`src/rtl/emu_clk_div_ctrl.sv`:
```
// Glitch-safe sequencer for one emulation clock divider: gate, load ratio, settle, re-enable.
// Optional build macro EMU_CLK_DIV_CTRL_RATIO_CHECK_EN restricts ratios to the supported set.
module emu_clk_div_ctrl #(
   parameter int unsigned GATE_CYCLES   = 4,
   parameter int unsigned SETTLE_CYCLES = 8,
   parameter logic [31:0] RESET_NUM     = 32'd1,
   parameter logic [31:0] RESET_DEN     = 32'd50
) (
   input  logic        input_clk,
   input  logic        reset,
   input  logic        req_valid,
   output logic        req_ready,
   input  logic        req_enable,
   input  logic [31:0] req_num,
   input  logic [31:0] req_den,
   output logic        div_enable,
   output logic [31:0] div_num,
   output logic [31:0] div_den,
   output logic        locked,
   output logic        busy,
   output logic        done,
   output logic        done_err
);

   typedef enum logic [2:0] {IDLE, CHECK, GATE, LOAD, SETTLE, DONE} state_t;

   state_t      state, state_next;
   logic [7:0]  cnt;
   logic        cap_en;
   logic [31:0] cap_num, cap_den;
   logic        ratio_ok, req_ok, noop;

`ifdef EMU_CLK_DIV_CTRL_RATIO_CHECK_EN
   assign ratio_ok = (cap_num == 32'd1) &&
                     (cap_den inside {32'd14, 32'd20, 32'd25, 32'd40, 32'd42, 32'd50});
`else
   assign ratio_ok = 1'b1;
`endif

   // A disable request carries no ratio, so it can never be rejected.
   assign req_ok = !cap_en ||
                   ((cap_num != 32'd0) && (cap_den != 32'd0) && (cap_num <= cap_den) && ratio_ok);
   assign noop   = (cap_en && div_enable && (cap_num == div_num) && (cap_den == div_den)) ||
                   (!cap_en && !div_enable);

   assign req_ready = (state == IDLE);
   assign busy      = (state != IDLE);

   always_ff @(posedge input_clk or posedge reset) begin
      if (reset) state <= IDLE;
      else       state <= state_next;
   end

   always_comb begin
      state_next = state;
      case (state)
         IDLE:    if (req_valid) state_next = CHECK;
         CHECK:   state_next = (!req_ok || noop) ? DONE : GATE;
         GATE:    if (cnt == 8'd0) state_next = LOAD;
         LOAD:    state_next = cap_en ? SETTLE : DONE;
         SETTLE:  if (cnt == 8'd0) state_next = DONE;
         DONE:    state_next = IDLE;
         default: state_next = IDLE;
      endcase
   end

   always_ff @(posedge input_clk or posedge reset) begin
      if (reset) begin
         cnt        <= 8'd0;
         cap_en     <= 1'b0;
         cap_num    <= 32'd0;
         cap_den    <= 32'd0;
         div_enable <= 1'b0;
         div_num    <= RESET_NUM;
         div_den    <= RESET_DEN;
         locked     <= 1'b0;
         done       <= 1'b0;
         done_err   <= 1'b0;
      end else begin
         done     <= (state != DONE) && (state_next == DONE);
         done_err <= (state == CHECK) && !req_ok;
         case (state)
            IDLE: if (req_valid) begin
               cap_en  <= req_enable;
               cap_num <= req_num;
               cap_den <= req_den;
            end
            CHECK: if (req_ok && !noop) begin
               div_enable <= 1'b0;
               locked     <= 1'b0;
               cnt        <= 8'(GATE_CYCLES - 1);
            end
            GATE: if (cnt != 8'd0) cnt <= cnt - 8'd1;
            // Divider is gated here, so the ratio can change without a glitch.
            LOAD: if (cap_en) begin
               div_num <= cap_num;
               div_den <= cap_den;
               cnt     <= 8'(SETTLE_CYCLES - 1);
            end
            SETTLE: begin
               if (cnt == 8'd0) begin
                  div_enable <= 1'b1;
                  locked     <= 1'b1;
               end else begin
                  cnt <= cnt - 8'd1;
               end
            end
            default: ;
         endcase
      end
   end

endmodule

```
`config.mk`:
```
export PLATFORM = sky130hd
export DESIGN_NAME = emu_clk_div_ctrl
export DESIGN_NICKNAME = d
export VERILOG_FILES = /design/src/rtl/emu_clk_div_ctrl.sv
export SDC_FILE = /design/constraint.sdc
export NUM_CORES = 1
export LEC_CHECK = 0
export BUFFER_PORTS_ARGS = -buffer_cell sky130_fd_sc_hd__buf_2
export CAP_MARGIN = 5
export CORE_MARGIN = 2
export CORE_UTILIZATION = 56
export DETAILED_ROUTE_END_ITERATION = 10
export PLACE_DENSITY = 0.81
export SKIP_CTS_REPAIR_TIMING = 1
export SLEW_MARGIN = 20
export SYNTH_ARGS = -nofsm -noshare
export SYNTH_HDL_FRONTEND = slang
export SYNTH_SLANG_ARGS = --single-unit
```
`constraint.sdc`:
```
create_clock -name input_clk -period 5.3 [get_ports input_clk]
set_input_delay 0.53 -clock input_clk [delete_from_list [all_inputs] [get_ports input_clk]]
set_output_delay 0.53 -clock input_clk [all_outputs]
set_load 0.005 [all_outputs]
```
* Yosys cells after proc, flatten, opt, wreduce, memory -nomap -nowiden
Index checks and enable logic that the tools add are counted.
** Cells by class
- Add/sub/neg operators :: 1
- Order comparisons :: 1
- Eq/ne operators :: 13
- Multiplexer cells :: 14
- Reduce and logical (&&, ||, !) cells :: 28
** Operators with widths (number)
- equality test 32 bit :: 2
- nonzero test 32 bit :: 2
- <= comparator 32 bit :: 1
- two-way mux 8 bit :: 4
- case mux 8 bit (4 select lines) :: 1
- case mux 3 bit (5 select lines) :: 1
- two-way mux 3 bit :: 4
- logical AND 1 bit :: 9
- logical NOT 8 bit :: 1
- inequality test 2 bit (second input constant) :: 4
- nonzero test 8 bit :: 1
- subtractor 8 x 1 -> 8 bit (second input constant) :: 1
- equality test 3 x 2 -> 1 bit (second input constant) :: 2
- equality test 3 bit (second input constant) :: 2
- AND reduction 5 bit :: 1
- logical NOT 1 bit :: 4
- AND reduction 2 bit :: 2
- nonzero test 4 bit :: 1
- equality test 3 x 1 -> 1 bit (second input constant) :: 1
- logical NOT 3 bit :: 1
- logical OR 1 bit :: 3
- two-way mux 1 bit :: 3
- inequality test 3 bit (second input constant) :: 1
- AND reduction 3 bit :: 1
- 4 further kinds :: 4
** Word-level totals
- Flip-flop bits (word level) :: 143
- Input port bits :: 68
- Output and inout bits :: 70
- Word-level logic and storage cells :: 67

* Depth between registers and ports, before layout
Gate-level depths: netlist of the first run.
- Depth in word-level cells :: 10
- Gate-level depth with buffers :: 11
- Mapped depth without buffers :: 10

* Worst setup path after synthesis of the first run
Ideal clock, no wire load.
- Path type :: input to register
- Start point :: input cap_num[30]
- End point :: register cnt[1]
- Setup time :: 0.125 ns
- Data arrival time :: 2.589 ns
- Required time :: 5.175 ns
- Setup slack :: 2.586 ns
- Stages on the path :: 11
- Buffers on the path :: 1
- Cells stage by stage :: dfrtp_1 > ha_1 > a21oi_1 > nand2_1 > a221o_1 > a2111oi_2 > a21oi_1 > or2_1 > buf_6 > o21a_4 > mux2_4
** Between the ends
- Word-level cells in the longest chain between the ends :: 8
- Elaborated cells between the ends (all ways) :: 13
- Classes of those cells :: 1 x order compare; 2 x eq/ne; 10 x reduce/logical
** Ends and longest elaborated chain
- start: declaration :: line 30 : logic [31:0] cap_num, cap_den;
- branches (longest 5 deep; another with <= comparator 32 bit)
- logical AND 1 bit (*) :: line 88 : CHECK: if (req_ok && !noop) begin
- inequality test 2 x 1 -> 1 bit (no line) (*)
- AND reduction 5 bit (no line) (*)
- end signal: assignment :: line 91 : cnt <= 8'(GATE_CYCLES - 1);
- end signal: assignment :: line 93 : GATE: if (cnt != 8'd0) cnt <= cnt - 8'd1;
- end signal: assignment :: line 98 : cnt <= 8'(SETTLE_CYCLES - 1);
- end: declaration :: line 28 : logic [7:0] cnt;
Every way passes the cells marked *.
A chain may end at the register's enable or synchronous reset.

* Worst setup path after layout of the first run
- Start point :: input cap_den[13]
- End point :: register cnt[1]
** Between the ends
- Word-level cells in the longest chain between the ends :: 7
- Elaborated cells between the ends (all ways) :: 12
- Classes of those cells :: 1 x order compare; 2 x eq/ne; 9 x reduce/logical
** Ends and longest elaborated chain (line)
- start: declaration :: 30
- branches (longest 4 deep; another with <= comparator 32 bit)
- logical AND 1 bit (*) :: 88
- inequality test 2 x 1 -> 1 bit (no line) (*)
- AND reduction 5 bit (no line) (*)
Marks and branches as above.

==> results.toml, run 1 <==
[place]
dp_hpwl_um = 14500
io_buffers = 137
routabilityCongestion = 0.986
place_area_um2 = 7930

[synth]
synth.distinct_cells = 55
synth_cells = 678
synthArstFlopShare_pct = 100
synth-seq-cells = 143
ys.flop_type = "dfrtp_1"
synth_edf_count = 0
syn-cell-area_um2 = 7100
syn_avg_cell_area_um2 = 10.5
synth_seq_area_share_pct = 50.5
ys.warnings.count = 0
synth.net_count = 780

[cts]
cts_max_path_buffers = 2
cts-htree-levels = 4
cts_tree = "yes"
clkSinkCount = 143
clkTransAtPathRegs_ns = 0.06
cts_buffers = 17
clk_latency_ns = 0.43
cts-root-buf = "clkbuf_16"

[global_routing]
grt_max_degree = 103
grt_pass1_wl_um = 30900
antenna_found_initial = 0
grt_overflow = 0
first_global_vias = 5841
track_usage_pct = 30.8

[sta]
fin_skew_ns = 0.00708
worst_pin_slew_ns = 0.902
worst_slew_margin_rel_pct = 39.9
rsz0062_at_grt = "false"
hold_viol_final = 0
setup_viol = 0
final.period_utilization_pct = 57.2
drv_slew = 0
finalCriticalPeriod_ns = 3.03
tns_ns = 0
fmax_ghz = 0.330

[critical_path]
cp-start-kind = "flip-flop"
required_ns = 5.61
critical_path.max_fanout = 7
arrival_ns = 3.35
reg2reg_slack_ns = 2.27
worst-setup-path-type = "flip-flop to flip-flop"
endpoint_kind = "flip-flop"

[floorplan]
num_io_pins = 138
rows = 41
initial_core_util_pct = 56.7
die_width_um = 117
dieHeight_um = 117
core_area_um2 = 12500
die_area_um2 = 13600

[drt]
drt-total-wl_um = 19900
drc = 0
ant_nets = 0
wl_per_cell_um = 19.9
drt_iter0_markers = 690
vias = 5910
avgViaCountPerCell = 5.93
dr.pass1.iters = 6

[cells_and_area]
antenna_cells = 0
area_growth_syn_to_layout_pct = 21.6
fillers = 962
final_cell_mix = "dfrtp_1 (139), buf_2 (137), nand2_1 (94)"
layout.nets = 914
drive_above_1_share_pct = 29.6
layout_commonest_cell = "dfrtp_1"
design_area_um2 = 8630

[power_and_ir_drop]
leakagePower_nw = 4.16
powerDensity_nw_per_um2 = 707
ir_worst_vdd_mv = 0.372

[run_status]
outcome = "completed"

[job]
maxCapViolCount = 0

[hold_path]
hold_class = "input port to asynchronous set/reset pin"
## where the power goes
part           leakage [nW]  total, mW  internal [mW]  switching (mW)
sequential             1.77       2.33           1.63           0.701
clock                 0.322       1.36          0.897           0.461
combinational          2.07       2.42           1.11            1.31
## cells by family (layout without fill, tap and decap cells)
group / Yosys count / after routing / synth area share (%)
muxes: 59 / 59 / 9.39
DFF: 143 / 143 / 50.5
xor gates and xnor gates: 56 / 56 / 6.91
AOI/OAI and AO/OA: 135 / 135 / 11.2
adders and majority gates: 34 / 34 / 5.99
and+or+nand+nor: 182 / 182 / 12.2
buffers and inverters: 69 / 216 / 3.81
## final timing paths
path                        startpoint  cells past startpoint    endpoint
setup / recovery           cap_den[13]                      9      cnt[1]
hold / removal                   reset                      2  cap_den[9]
setup reg to reg           cap_den[13]                      9      cnt[1]
hold reg to reg                 cnt[7]                      1      cnt[7]
max in group asynchronous        reset                      3      cap_en
min in group input_clk      req_den[2]                      3  cap_den[2]
## stage by stage
stage	hold slack [ns]	utilization (%)	setup slack [ns]	power (mW)	cells
2_1_floorplan	0.451	-	0.939	3.72	678
3_3_place_gp	0.476	63.4	2.40	4.54	964
3_5_place_dp	0.495	63.4	2.33	4.68	964
4_1_cts	0.294	68.8	2.31	6.06	996
5_1_grt	0.311	69.0	2.05	6.49	997
6_report	0.283	69.0	2.27	6.10	997
## per-layer routing
layer / part of all wire [%] / up-vias / track usage (%)
met4: 3.0 / 0 / 12.0
met2: 47 / 288 / 47.6
met5: 0 / - / 0
met3: 8.3 / 58 / 8.20
met1: 42 / 2899 / 41.9
li1: - / 2665 / -
## state kept, by name, summed over array words and instances, names as in the netlist
signal and flops:
cap_den 32, cap_en 1, cap_num 32, cnt 8, div_den 32, div_num 32
done 1, done_err 1, locked 1, state 3
## worst max-delay path: stages (launching register included)
cell,delay (ns)
dfrtp_1,0.43
inv_1,0.10
ha_1,0.31
nand4_1,0.18
or4_1,0.57
o41ai_1,0.26
a21oi_1,0.14
or2_1,0.34
o21a_4,0.28
mux2_4,0.30
## final cells by class
type	instances	area [um2]	area share, %
sequential	143	3580	41.5
timing repair buffer	140	728	8.43
inverter	44	170	1.97
clock buffer	23	498	5.77
tap	172	215	2.49
multi-input combinational	466	3260	37.8
clock inverter	9	178	2.06
## cells in the mapped netlist (4+ instances only)
library cell,instances,area [um2]
nand4_1,16,100
o22ai_1,6,37.5
nor2_1,14,52.6
dfrtp_1,139,3480
nor3_1,7,35.0
nand2_1,94,353
mux2_2,57,642
ha_1,34,425
clkbuf_1,20,75.1
o21ai_0,83,415
xnor2_1,13,114
nand3_1,7,35.0
xor2_1,43,377
inv_1,43,161
dfstp_2,4,105
nand2b_1,4,25.0
nor4_1,28,175
a21oi_1,18,90.1
Power figures use the tool's default switching activity.
==> run 2: changes to the inputs <==
==> constraint.sdc (replaced) <==
create_clock -name input_clk -period 2.8 [get_ports input_clk]
set_input_delay 0.28 -clock input_clk [delete_from_list [all_inputs] [get_ports input_clk]]
set_output_delay 0.28 -clock input_clk [all_outputs]
set_load 0.005 [all_outputs]
==> run 2 against run 1 <==
Against the previous run:
- the flow now finishes with violations (setup timing)
- non-clock buffer count rose by 59
- design area rose by 6.3%
- first-iteration DRC count fell by 3.6%
==> results.toml, run 2 (synthesis results as in run 1) <==
[sta]
fin_skew_ns = 0.00602
final.period_utilization_pct = 103
fmax_ghz = 0.345
rsz0062_at_grt = "true"
finalCriticalPeriod_ns = 2.90
worst_pin_slew_ns = 1.04
worst_slew_margin_rel_pct = 30.9
setup_viol = 5
drv_slew = 0
hold_viol_final = 0
fin_ws_ns = -0.0980

[cells_and_area]
layout_commonest_cell = "buf_2"
layout.nets = 973
layout.cells.non_filler = 1054
area_growth_syn_to_layout_pct = 29.2
drive_above_1_share_pct = 36.2
antenna_cells = 0
final_cell_mix = "buf_2 (137), dfrtp_1 (136), nand2_1 (94)"

[critical_path]
cp-start-kind = "flip-flop"
critical_path.max_fanout = 7
required_ns = 3.12
arrival_ns = 3.21
worst-setup-path-type = "flip-flop to flip-flop"
endpoint_kind = "flip-flop"

[run_status]
outcome = "complete, but fails checks"
violations = "setup timing"

[floorplan]
die_area_um2 = 13600
core_area_um2 = 12500
initial_core_util_pct = 56.7
num_io_pins = 138
rows = 41
die_width_um = 117
dieHeight_um = 117

[global_routing]
track_usage_pct = 31.7
grt_max_degree = 101
grt_pass1_wl_um = 31800
antenna_found_initial = 0
first_global_vias = 5914
grt_overflow = 0

[drt]
avgViaCountPerCell = 6.02
dr.pass1.iters = 5
drt_iter0_markers = 665
wl_per_cell_um = 20.8
drt-total-wl_um = 21900
drc = 0
ant_nets = 0
vias = 6341

[place]
place_ws_ns = -0.0157
routabilityCongestion = 0.921
io_buffers = 137
dp_hpwl_um = 15100
place_inst = 1005

[cts]
clkSinkCount = 143
cts_tree = "yes"
cts-root-buf = "clkbuf_16"
cts_buffers = 17
clk_latency_ns = 0.43
cts_max_path_buffers = 2
cts-htree-levels = 4
clkTransAtPathRegs_ns = 0.06

[hold_path]
hold_class = "input port to flip-flop"

[job]
maxCapViolCount = 0

[power_and_ir_drop]
ir_worst_vdd_mv = 0.623
powerDensity_nw_per_um2 = 1360
leakagePower_nw = 4.45
## run 2: changes by cell type in the layout (fill, tap and decap cells not counted), sizes merged
cell and change:
buf +58, clkinvlp -2, inv -1, bufinv -2
dlygate4sd3 +1, clkinv +1, clkbuf +2
## run 2: area by class of cell
class | count | area, um2
well taps | 172 | 215
fillers | 841 | 3340
flip-flops and latches | 143 | 3590
repair buffers | 199 | 1190
clock inverters | 5 | 100
clock buffers | 25 | 526
inverters | 44 | 169
multi-input cells | 466 | 3390
## run 2: stage by stage
step	instance area, um2	utilization, %	power (mW)	setup TNS [ns]	hold WS [ns]
5_1_grt	9180	73.3	13.1	-1.08	0.0648
4_1_cts	8900	71.1	11.8	-0.151	-0.0508
3_3_place_gp	8270	66.1	9.07	0	0.385
3_5_place_dp	8270	66.1	9.33	-0.0167	0.393
2_1_floorplan	7100	-	7.04	0	0.397
6_report	9180	73.3	12.5	-0.301	0.0575
## run 2: path summary, 6_finish.rpt
check                       startpoint           to  slack [ns]  cells after the start
setup / recovery           cap_num[14]       cnt[1]        -0.1                      8
hold / removal             req_den[22]  cap_den[22]        0.06                      3
setup reg to reg           cap_num[14]       cnt[1]        -0.1                      8
hold reg to reg             div_den[5]   div_den[5]        0.50                      2
max in group asynchronous        reset   div_den[1]        1.48                      4
min in group asynchronous        reset     state[1]        0.49                      3
## run 2: power breakdown
part	internal, mW	leakage (nW)	switching, mW
clock	1.55	0.311	0.842
combinational	2.73	2.37	3.16
sequential	3.09	1.77	1.10
## run 2: critical path, stage by stage (launching register included)
cell,delay (ns)
dfrtp_1,0.45
ha_4,0.32
nand4_1,0.17
or4_4,0.58
o41ai_4,0.39
a21oi_2,0.09
or2_1,0.25
o21a_4,0.24
mux2_4,0.29
## run 2: routing by layer
layer  part of all wire, %  wire length (um)  vias up  GRT usage, %
met5                     0                 0        -             0
met4                   4.5               988        0          15.4
met3                   9.4              2060       77          7.78
met2                    47             10300      395          48.6
met1                    39              8560     3082          42.7
li1                      -                 -     2787             -
